[config.mk]
export PLATFORM = sky130hd
export DESIGN_NAME = usd_apu_bridge
export DESIGN_NICKNAME = d
export VERILOG_FILES = /design/src/rtl/usd_apu_bridge.sv
export SDC_FILE = /design/constraint.sdc
export NUM_CORES = 1
export LEC_CHECK = 0
export CAP_MARGIN = 20
export CORE_AREA = 2 2 179 181
export DETAILED_ROUTE_END_ITERATION = 8
export DIE_AREA = 0 0 181 183
export HOLD_SLACK_MARGIN = 0.1
export PLACE_DENSITY = 0.56
export SYNTH_ARGS = -nofsm -noshare
export SYNTH_HDL_FRONTEND = slang
export SYNTH_SLANG_ARGS = --single-unit
[constraint.sdc]
create_clock -name apuClk -period 3.2 [get_ports apuClk]
set_clock_uncertainty 0.15 [all_clocks]
set_input_delay 0.32 -clock apuClk [delete_from_list [all_inputs] [get_ports apuClk]]
set_output_delay 0.32 -clock apuClk [all_outputs]
set_load 0.005 [all_outputs]
[src/rtl/usd_apu_bridge.sv]
// usd_apu_bridge: turns APU block requests into SD CMD17/CMD24 command words,
// streams write payload into the write FIFO, collects the R1 result and
// streams read payload back from the read FIFO, with an abort timeout.
module usd_apu_bridge #(
    parameter int unsigned BLOCK_WORDS = 64,
    parameter int unsigned TIMEOUT_CYC = 1 << 20
) (
    input  logic        apuClk,
    input  logic        apuReset,
    // Block request
    input  logic        reqValid,
    output logic        reqReady,
    input  logic        reqWrite,
    input  logic [31:0] reqAddr,
    // Write payload
    input  logic        wrDataValid,
    output logic        wrDataReady,
    input  logic [63:0] wrData,
    // Read payload
    output logic        rdDataValid,
    output logic [63:0] rdData,
    // Completion
    output logic        doneValid,
    output logic [31:0] doneStatus,
    output logic        doneErr,
    // Command FIFO
    output logic [71:0] cmdFifoData,
    output logic        cmdFifoWrEn,
    input  logic        cmdFifoFull,
    // Write FIFO
    output logic [71:0] writeFifoData,
    output logic        writeFifoWrEn,
    input  logic        writeFifoFull,
    // Result FIFO (resultPending high means empty)
    input  logic [35:0] resultFifoData,
    output logic        resultFifoRdEn,
    input  logic        resultPending,
    // Read FIFO
    input  logic [71:0] readFifoData,
    output logic        readFifoRdEn,
    input  logic        readFifoEmpty
);

    localparam int unsigned CW = $clog2(BLOCK_WORDS) + 1;
    localparam int unsigned TW = $clog2(TIMEOUT_CYC + 1);

    localparam logic [CW-1:0] BEAT_LAST = CW'(BLOCK_WORDS - 1);
    localparam logic [CW-1:0] BEAT_ALL  = CW'(BLOCK_WORDS);
    localparam logic [TW-1:0] TMO_LAST  = TW'(TIMEOUT_CYC - 1);

    localparam logic [2:0] ST_IDLE    = 3'd0;
    localparam logic [2:0] ST_CMD     = 3'd1;
    localparam logic [2:0] ST_WDATA   = 3'd2;
    localparam logic [2:0] ST_WAITRES = 3'd3;
    localparam logic [2:0] ST_RESRD   = 3'd4;
    localparam logic [2:0] ST_RDATA   = 3'd5;
    localparam logic [2:0] ST_DONE    = 3'd6;

    logic [2:0]    state_q, state_d;
    logic          write_q;
    logic [31:0]   addr_q;
    logic [CW-1:0] wr_cnt_q;
    logic [CW-1:0] rd_cnt_q;
    logic          rd_pend_q;
    logic [TW-1:0] tmo_q;
    logic [31:0]   status_q;
    logic          err_q;

    logic tmo_hit;
    logic res_err;
    logic accept;

    // Upper FIFO bits carry nothing this bridge consumes.
    logic unused_bits;
    assign unused_bits = ^{resultFifoData[35:33], readFifoData[71:64]};

    assign accept  = (state_q == ST_IDLE) && reqValid;
    assign tmo_hit = ((state_q == ST_WAITRES) || (state_q == ST_RDATA)) && (tmo_q == TMO_LAST);
    // R1 error bits live in [31:19]; bit 32 is the controller's own error flag.
    assign res_err = resultFifoData[32] | (|resultFifoData[31:19]);

    // Read data is presented the cycle after each RdEn (non-FWFT FIFO).
    assign rdDataValid = rd_pend_q;
    assign rdData      = rd_pend_q ? readFifoData[63:0] : 64'h0;

    // Next-state decode and per-state FIFO strobes.
    always_comb begin
        state_d        = state_q;
        reqReady       = 1'b0;
        wrDataReady    = 1'b0;
        cmdFifoWrEn    = 1'b0;
        cmdFifoData    = 72'h0;
        writeFifoWrEn  = 1'b0;
        writeFifoData  = 72'h0;
        resultFifoRdEn = 1'b0;
        readFifoRdEn   = 1'b0;
        doneValid      = 1'b0;
        doneStatus     = 32'h0;
        doneErr        = 1'b0;
        case (state_q)
            ST_IDLE: begin
                reqReady = 1'b1;
                if (reqValid) state_d = ST_CMD;
            end
            ST_CMD: begin
                cmdFifoData = {8'h00, (write_q ? 6'd24 : 6'd17), 26'h0, addr_q};
                if (!cmdFifoFull) begin
                    cmdFifoWrEn = 1'b1;
                    state_d     = write_q ? ST_WDATA : ST_WAITRES;
                end
            end
            ST_WDATA: begin
                wrDataReady = ~writeFifoFull;
                if (wrDataValid && !writeFifoFull) begin
                    writeFifoWrEn = 1'b1;
                    writeFifoData = {8'h00, wrData};
                    if (wr_cnt_q == BEAT_LAST) state_d = ST_WAITRES;
                end
            end
            ST_WAITRES: begin
                if (tmo_hit) begin
                    state_d = ST_DONE;
                end else if (!resultPending) begin
                    resultFifoRdEn = 1'b1;
                    state_d        = ST_RESRD;
                end
            end
            ST_RESRD: begin
                state_d = (!write_q && !res_err) ? ST_RDATA : ST_DONE;
            end
            ST_RDATA: begin
                // Once all reads are issued the last beat is on rdData this cycle.
                if (tmo_hit || (rd_cnt_q == BEAT_ALL)) begin
                    state_d = ST_DONE;
                end else if (!readFifoEmpty) begin
                    readFifoRdEn = 1'b1;
                end
            end
            ST_DONE: begin
                doneValid  = 1'b1;
                doneStatus = status_q;
                doneErr    = err_q;
                state_d    = ST_IDLE;
            end
            default: state_d = ST_IDLE;
        endcase
    end

    // State register.
    always_ff @(posedge apuClk or posedge apuReset) begin
        if (apuReset) state_q <= ST_IDLE;
        else          state_q <= state_d;
    end

    // Request latch, beat counters and pending-read flag.
    always_ff @(posedge apuClk or posedge apuReset) begin
        if (apuReset) begin
            write_q   <= 1'b0;
            addr_q    <= 32'h0;
            wr_cnt_q  <= '0;
            rd_cnt_q  <= '0;
            rd_pend_q <= 1'b0;
        end else begin
            rd_pend_q <= readFifoRdEn;
            if (accept) begin
                write_q  <= reqWrite;
                addr_q   <= reqAddr;
                wr_cnt_q <= '0;
                rd_cnt_q <= '0;
            end else begin
                if (writeFifoWrEn) wr_cnt_q <= wr_cnt_q + CW'(1);
                if (readFifoRdEn)  rd_cnt_q <= rd_cnt_q + CW'(1);
            end
        end
    end

    // Timeout counter: restarts on WAITRES entry, runs through WAITRES and RDATA.
    always_ff @(posedge apuClk or posedge apuReset) begin
        if (apuReset) begin
            tmo_q <= '0;
        end else if ((state_d == ST_WAITRES) && (state_q != ST_WAITRES)) begin
            tmo_q <= '0;
        end else if ((state_q == ST_WAITRES) || (state_q == ST_RDATA)) begin
            tmo_q <= tmo_q + TW'(1);
        end
    end

    // Completion status: result capture, or all-ones on timeout.
    always_ff @(posedge apuClk or posedge apuReset) begin
        if (apuReset) begin
            status_q <= 32'h0;
            err_q    <= 1'b0;
        end else if (accept) begin
            status_q <= 32'h0;
            err_q    <= 1'b0;
        end else if (tmo_hit) begin
            status_q <= 32'hFFFF_FFFF;
            err_q    <= 1'b1;
        end else if (state_q == ST_RESRD) begin
            status_q <= resultFifoData[31:0];
            err_q    <= res_err;
        end
    end

endmodule

# --- Word-level counts from Yosys, hierarchy flattened ---
# Index checks and enable logic that the tools add are counted.
op_classes:
  add_sub_neg: 3
  bitwise: 2
  muxes: 42
  eq_ne: 11
  n_reduce_logical: 16
op_table:
  columns: ["operator", "n"]
  rows:
  - ["64-bit 2-to-1 mux", 3]
  - ["32-bit 2-to-1 mux", 4]
  - ["63-bit 2-to-1 mux", 1]
  - ["21-bit 2-to-1 mux", 2]
  - ["7-bit 2-to-1 mux", 4]
  - ["21-bit by 1-bit adder with 21-bit output, second input constant", 1]
  - ["21-bit by 20-bit == test with 1-bit output, second input constant", 1]
  - ["3-bit 2-to-1 mux", 7]
  - ["1-bit 2-to-1 mux", 18]
  - ["3-bit one-hot mux with 6 select lines", 1]
  - ["7-bit by 1-bit adder with 7-bit output, second input constant", 2]
  - ["13-bit OR reduction", 1]
  - ["3-bit by 2-bit == test with 1-bit output, second input constant", 3]
  - ["3-bit == test, second input constant", 3]
  - ["7-bit by 6-bit == test with 1-bit output, second input constant", 1]
  - ["7-bit == test, second input constant", 1]
  - ["2-bit nonzero test", 3]
  - ["1-bit logical AND", 5]
  - ["4-bit 2-to-1 mux", 1]
  - ["3-bit by 1-bit == test with 1-bit output, second input constant", 1]
  - ["1-bit logical NOT", 3]
  - ["3-bit logical NOT", 1]
  - ["3-bit by 2-bit inequality test with 1-bit output, second input constant", 1]
  - ["3-bit nonzero test", 1]
  - ["4 further kinds", 5]
word_totals:
  output_inout_bits: 249
  wordCells: 83
  in_bits: 213
  regBits: 105

# --- Depth between registers and ports, before layout ---
logic_depth:
  word_depth: 9
  depth_mapped: 8
  depth_no_buf: 7

# --- Worst setup path after synthesis ---
# No wires, ideal clock.
synth_path:
  path_kind: "register -> output"
  startpoint: "reg tmo_q[4]"
  endpoint: "out resultFifoRdEn"
  path_slack_ns: 1.133
  arrival_ns: 1.597
  required_ns: 2.730
  stages_incl_launch_ff: 7
  path_buffers: 1
  cell_sequence: "dfrtp_1 > and4_1 > and3_1 > clkbuf_1 > nand3_1 > or3_4 > nor3b_1"
synth_via:
  elab_chain_len: 4
synth_lines:
  columns: ["element", "line_no", "source"]
  rows:
  - ["start, declared", "65", "logic [TW-1:0] tmo_q;"]
  - ["start signal, assigned", "184", "tmo_q <= tmo_q + TW'(1);"]
  - ["21-bit by 20-bit == test with 1-bit output", "78", "assign tmo_hit = ((state_q == ST_WAITRES) || (state_q == ST_RDATA)) && (tmo_q == TMO_LAST);"]
  - ["1-bit logical AND", "78", null]
  - ["1-bit 2-to-1 mux", "121", "if (tmo_hit) begin"]
  - ["1-bit 2-to-1 mux", "100", "case (state_q)"]
  - ["end, declared", "36", "output logic resultFifoRdEn,"]
# No other way between the ends.

# --- Final worst setup path ---
# Same ends and word-level chain as after synthesis.

==> run metrics <==
status complete, no violations; HPWL after DPL 19,460 µm; Avg Cell Area, Syn 8.092 µm²; via count 6,825; CTS clk-pin slew, worst paths 70 ps; Clock Sinks 105; Final Non-Filler Cells 1,584; Leakage Power 5.220 nW; flop2flop setup slack 770 ps; Max Freq 330.6 MHz; clock power share 21.3%; most instantiated library cell after synthesis nand2_1; Clock Tree Buf Depth 2; sequential share of the synthesized area 40.44%; Comb power frac 43.2%; RR Startpoint state_q[2]; Switching Share 35.81%; post-CTS sizing 0; global route overflow 0; Most used DFF post-synth dfrtp_1; Slew headroom 47.20%; Critical Path End Type output pin; crit path to resultFifoRdEn; final worst path period need 3025 ps; Rows 65; max cap viols 0; Worst setup startpoint tmo_q[4]; Final Setup Violations 0; H-tree levels 3; share of flip-flops with an asynchronous set or reset 100.0%; synthesized instance count 803; RR Endpoint tmo_q[7]; Ys Warns 0; dpl cells 1,564; Startpoint Class flop; Switching Power 1.953 mW; fin crit share 94.53%; initial drt markers 309; P_int 3.501 mW; Port-buffer cells 405; Unique masters post-synth 51; Worst EP required 2730 ps; maximum vdd drop 0.4126 mV; number of buffers created by CTS 9; RSZ-0062 raised after global routing false; number of iterations in the first detailed-routing pass 4; GR Util All Layers 14.83%; Setup TNS Final 0 ps; Post-Syn Area 0.006497 mm²; CTS tree done; starting density of the core 20.81%; initial antenna violation count 4; Post-Route WL 25,690 µm; filler instances 3,205; Max Fanout on Critical Path 8; Post-synth EDFFs 0; Power Density 489.3 mW/mm²; P&R area growth vs syn 71.56%; vias in the first global route 6,661; Flop pwr share 35.5%; most frequent cells after synthesis 151 x nand2_1, 136 x and3_1, 105 x dfrtp_1; share of cells above drive strength 1 4.329%; CTS root buffer clkbuf_16; routability cong. 0.7590; worst-skew pair later-pin latency 350 ps; Die Ht 183 µm; largest net degree at the start of global routing 70; global-route wire length before repair 38,810 µm; critical path type flop to output pin; DR vias/cell 4.309; DRC 0; Yosys top cell area share 40.44%; r2r worst-path depth 7; DIE AREA 0.03312 mm²; number of synthesized register bits 105; chip width 181 µm; DRT antenna net count 0; Setup Fix Bufs, Post-CTS 0; worst min-delay path category input port to async pin; count of final hold-check violations 0; CP Data Arrival Time 2550 ps; # IOs 462; measured slew at the worst slew-check pin 791.9 ps; routed len/inst 16.22 µm; # hold bufs at CTS 0; Slew Viols, Final 0; biggest area consumer among synthesized cells dfrtp_1; largest cells by area after synthesis dfrtp_1 40%, and3_1 13%, nand2_1 8.7%, and2_1 6.7%, nand3_1 5.9%; Layout Nets 1,390; core area 0.03123 mm²
-- power by group through the flow --
| stage | Sequential [mW] | Clock [mW] | Combinational (mW) |
|---|---|---|---|
| final | 1.94 | 1.16 | 2.36 |
| after global routing | 1.99 | 1.25 | 2.63 |
| after CTS | 1.94 | 1.19 | 2.40 |
| after detailed placement | 1.96 | 0 | 2.38 |
| after global placement | 1.95 | 0 | 2.38 |
| after floorplan | 1.88 | 0 | 1.27 |
-- routing by layer --
metal / vias up / GRT usage [%] / part of all wire [%]
met5: - / 0 / 0
met1: 3198 / 16.97 / 38
met3: 20 / 4.527 / 7.7
met4: 0 / 4.390 / 1.6
met2: 277 / 26.62 / 52
li1: 3330 / - / -
-- critical path, stage by stage (launching register included) --
cell and delay (ps):
dfrtp_1 410, and4_1 300, and3_1 340, nand3_1 130, or3_4 380, nor3b_1 160
clkdlybuf4s50_1 480
-- cell type report --
cell class / instances / area, µm² / area share [%]
Tap cell: 402 / 503.0 / 4.512
Timing Repair Buffer: 425 / 4254 / 38.16
Multi-Input combinational cell: 622 / 3406 / 30.55
Clock buffer: 11 / 242.7 / 2.178
Sequential cell: 105 / 2628 / 23.57
Antenna cell: 4 / 10.01 / 0.08980
Clock inverter: 5 / 62.56 / 0.5612
Inverter: 10 / 41.29 / 0.3704
-- cell usage in the layout (no fill, tap or decap), types with 2 or more instances in the layout --
cell	count
clkdlybuf4s50_1	405
nand2_1	150
and3_1	136
dfrtp_1	105
nand3_1	76
and2_1	70
conb_1	45
nor2_1	32
xor2_1	18
buf_4	16
nand4_1	11
a21oi_1	9
inv_1	9
clkbuf_16	9
o21ai_1	8
or3_1	6
xnor2_1	6
diode_2	4
nor3_1	4
ha_1	4
buf_12	4
and4_1	3
o21ai_0	3
nand2b_1	3
or4_1	3
nor2b_1	3
o21a_1	3
clkinvlp_4	3
nor2_2	2
nor3b_1	2
-- how the worst min path moves through the flow --
stage / slack [ps] / from / endpoint / cells after the start
finish: 290 / apuReset / status_q[3] / 2
global route: 320 / reqAddr[7] / addr_q[7] / 3
CTS: 310 / apuReset / status_q[8] / 2
detailed placement: 300 / addr_q[18] / addr_q[18] / 2
global placement: 300 / addr_q[11] / addr_q[11] / 2
floorplan: 280 / reqAddr[0] / addr_q[0] / 2
-- flip-flops by register name, summed over array words and instances, names as in the netlist --
register     flops
addr_q          32
rdDataValid      1
rd_cnt_q         7
state_q          3
wr_cnt_q         7
tmo_q           21
write_q          1
err_q            1
status_q        32
-- through the flow --
| stage | util (%) | setup slack [ps] | hold slack (ps) | power (mW) | instance area [µm²] |
|---|---|---|---|---|---|
| detailed placement | 34.68 | 369.6 | 303.7 | 4.340 | 10830 |
| floorplan | - | 1133 | 275.4 | 3.149 | 6666 |
| finish | 35.69 | 175.1 | 294.8 | 5.454 | 11150 |
| global route | 35.69 | 0.8529 | 323.1 | 5.860 | 11150 |
| CTS | 35.66 | 143.3 | 310.6 | 5.530 | 11140 |
| global placement | 34.68 | 375.9 | 300.9 | 4.324 | 10830 |
-- cell families after synthesis --
family / share of synthesized area [%]
multiplexers: 0.1541
adder cells (fa/ha/maj): 0.7703
other: 0.05771
XOR/XNOR: 3.486
AND/OR/NAND/NOR: 41.73
flip-flops: 40.44
buffers and inverters: 9.975
AO/OA/AOI/OAI: 3.389
No activity file was read; power rests on OpenSTA's default activity.
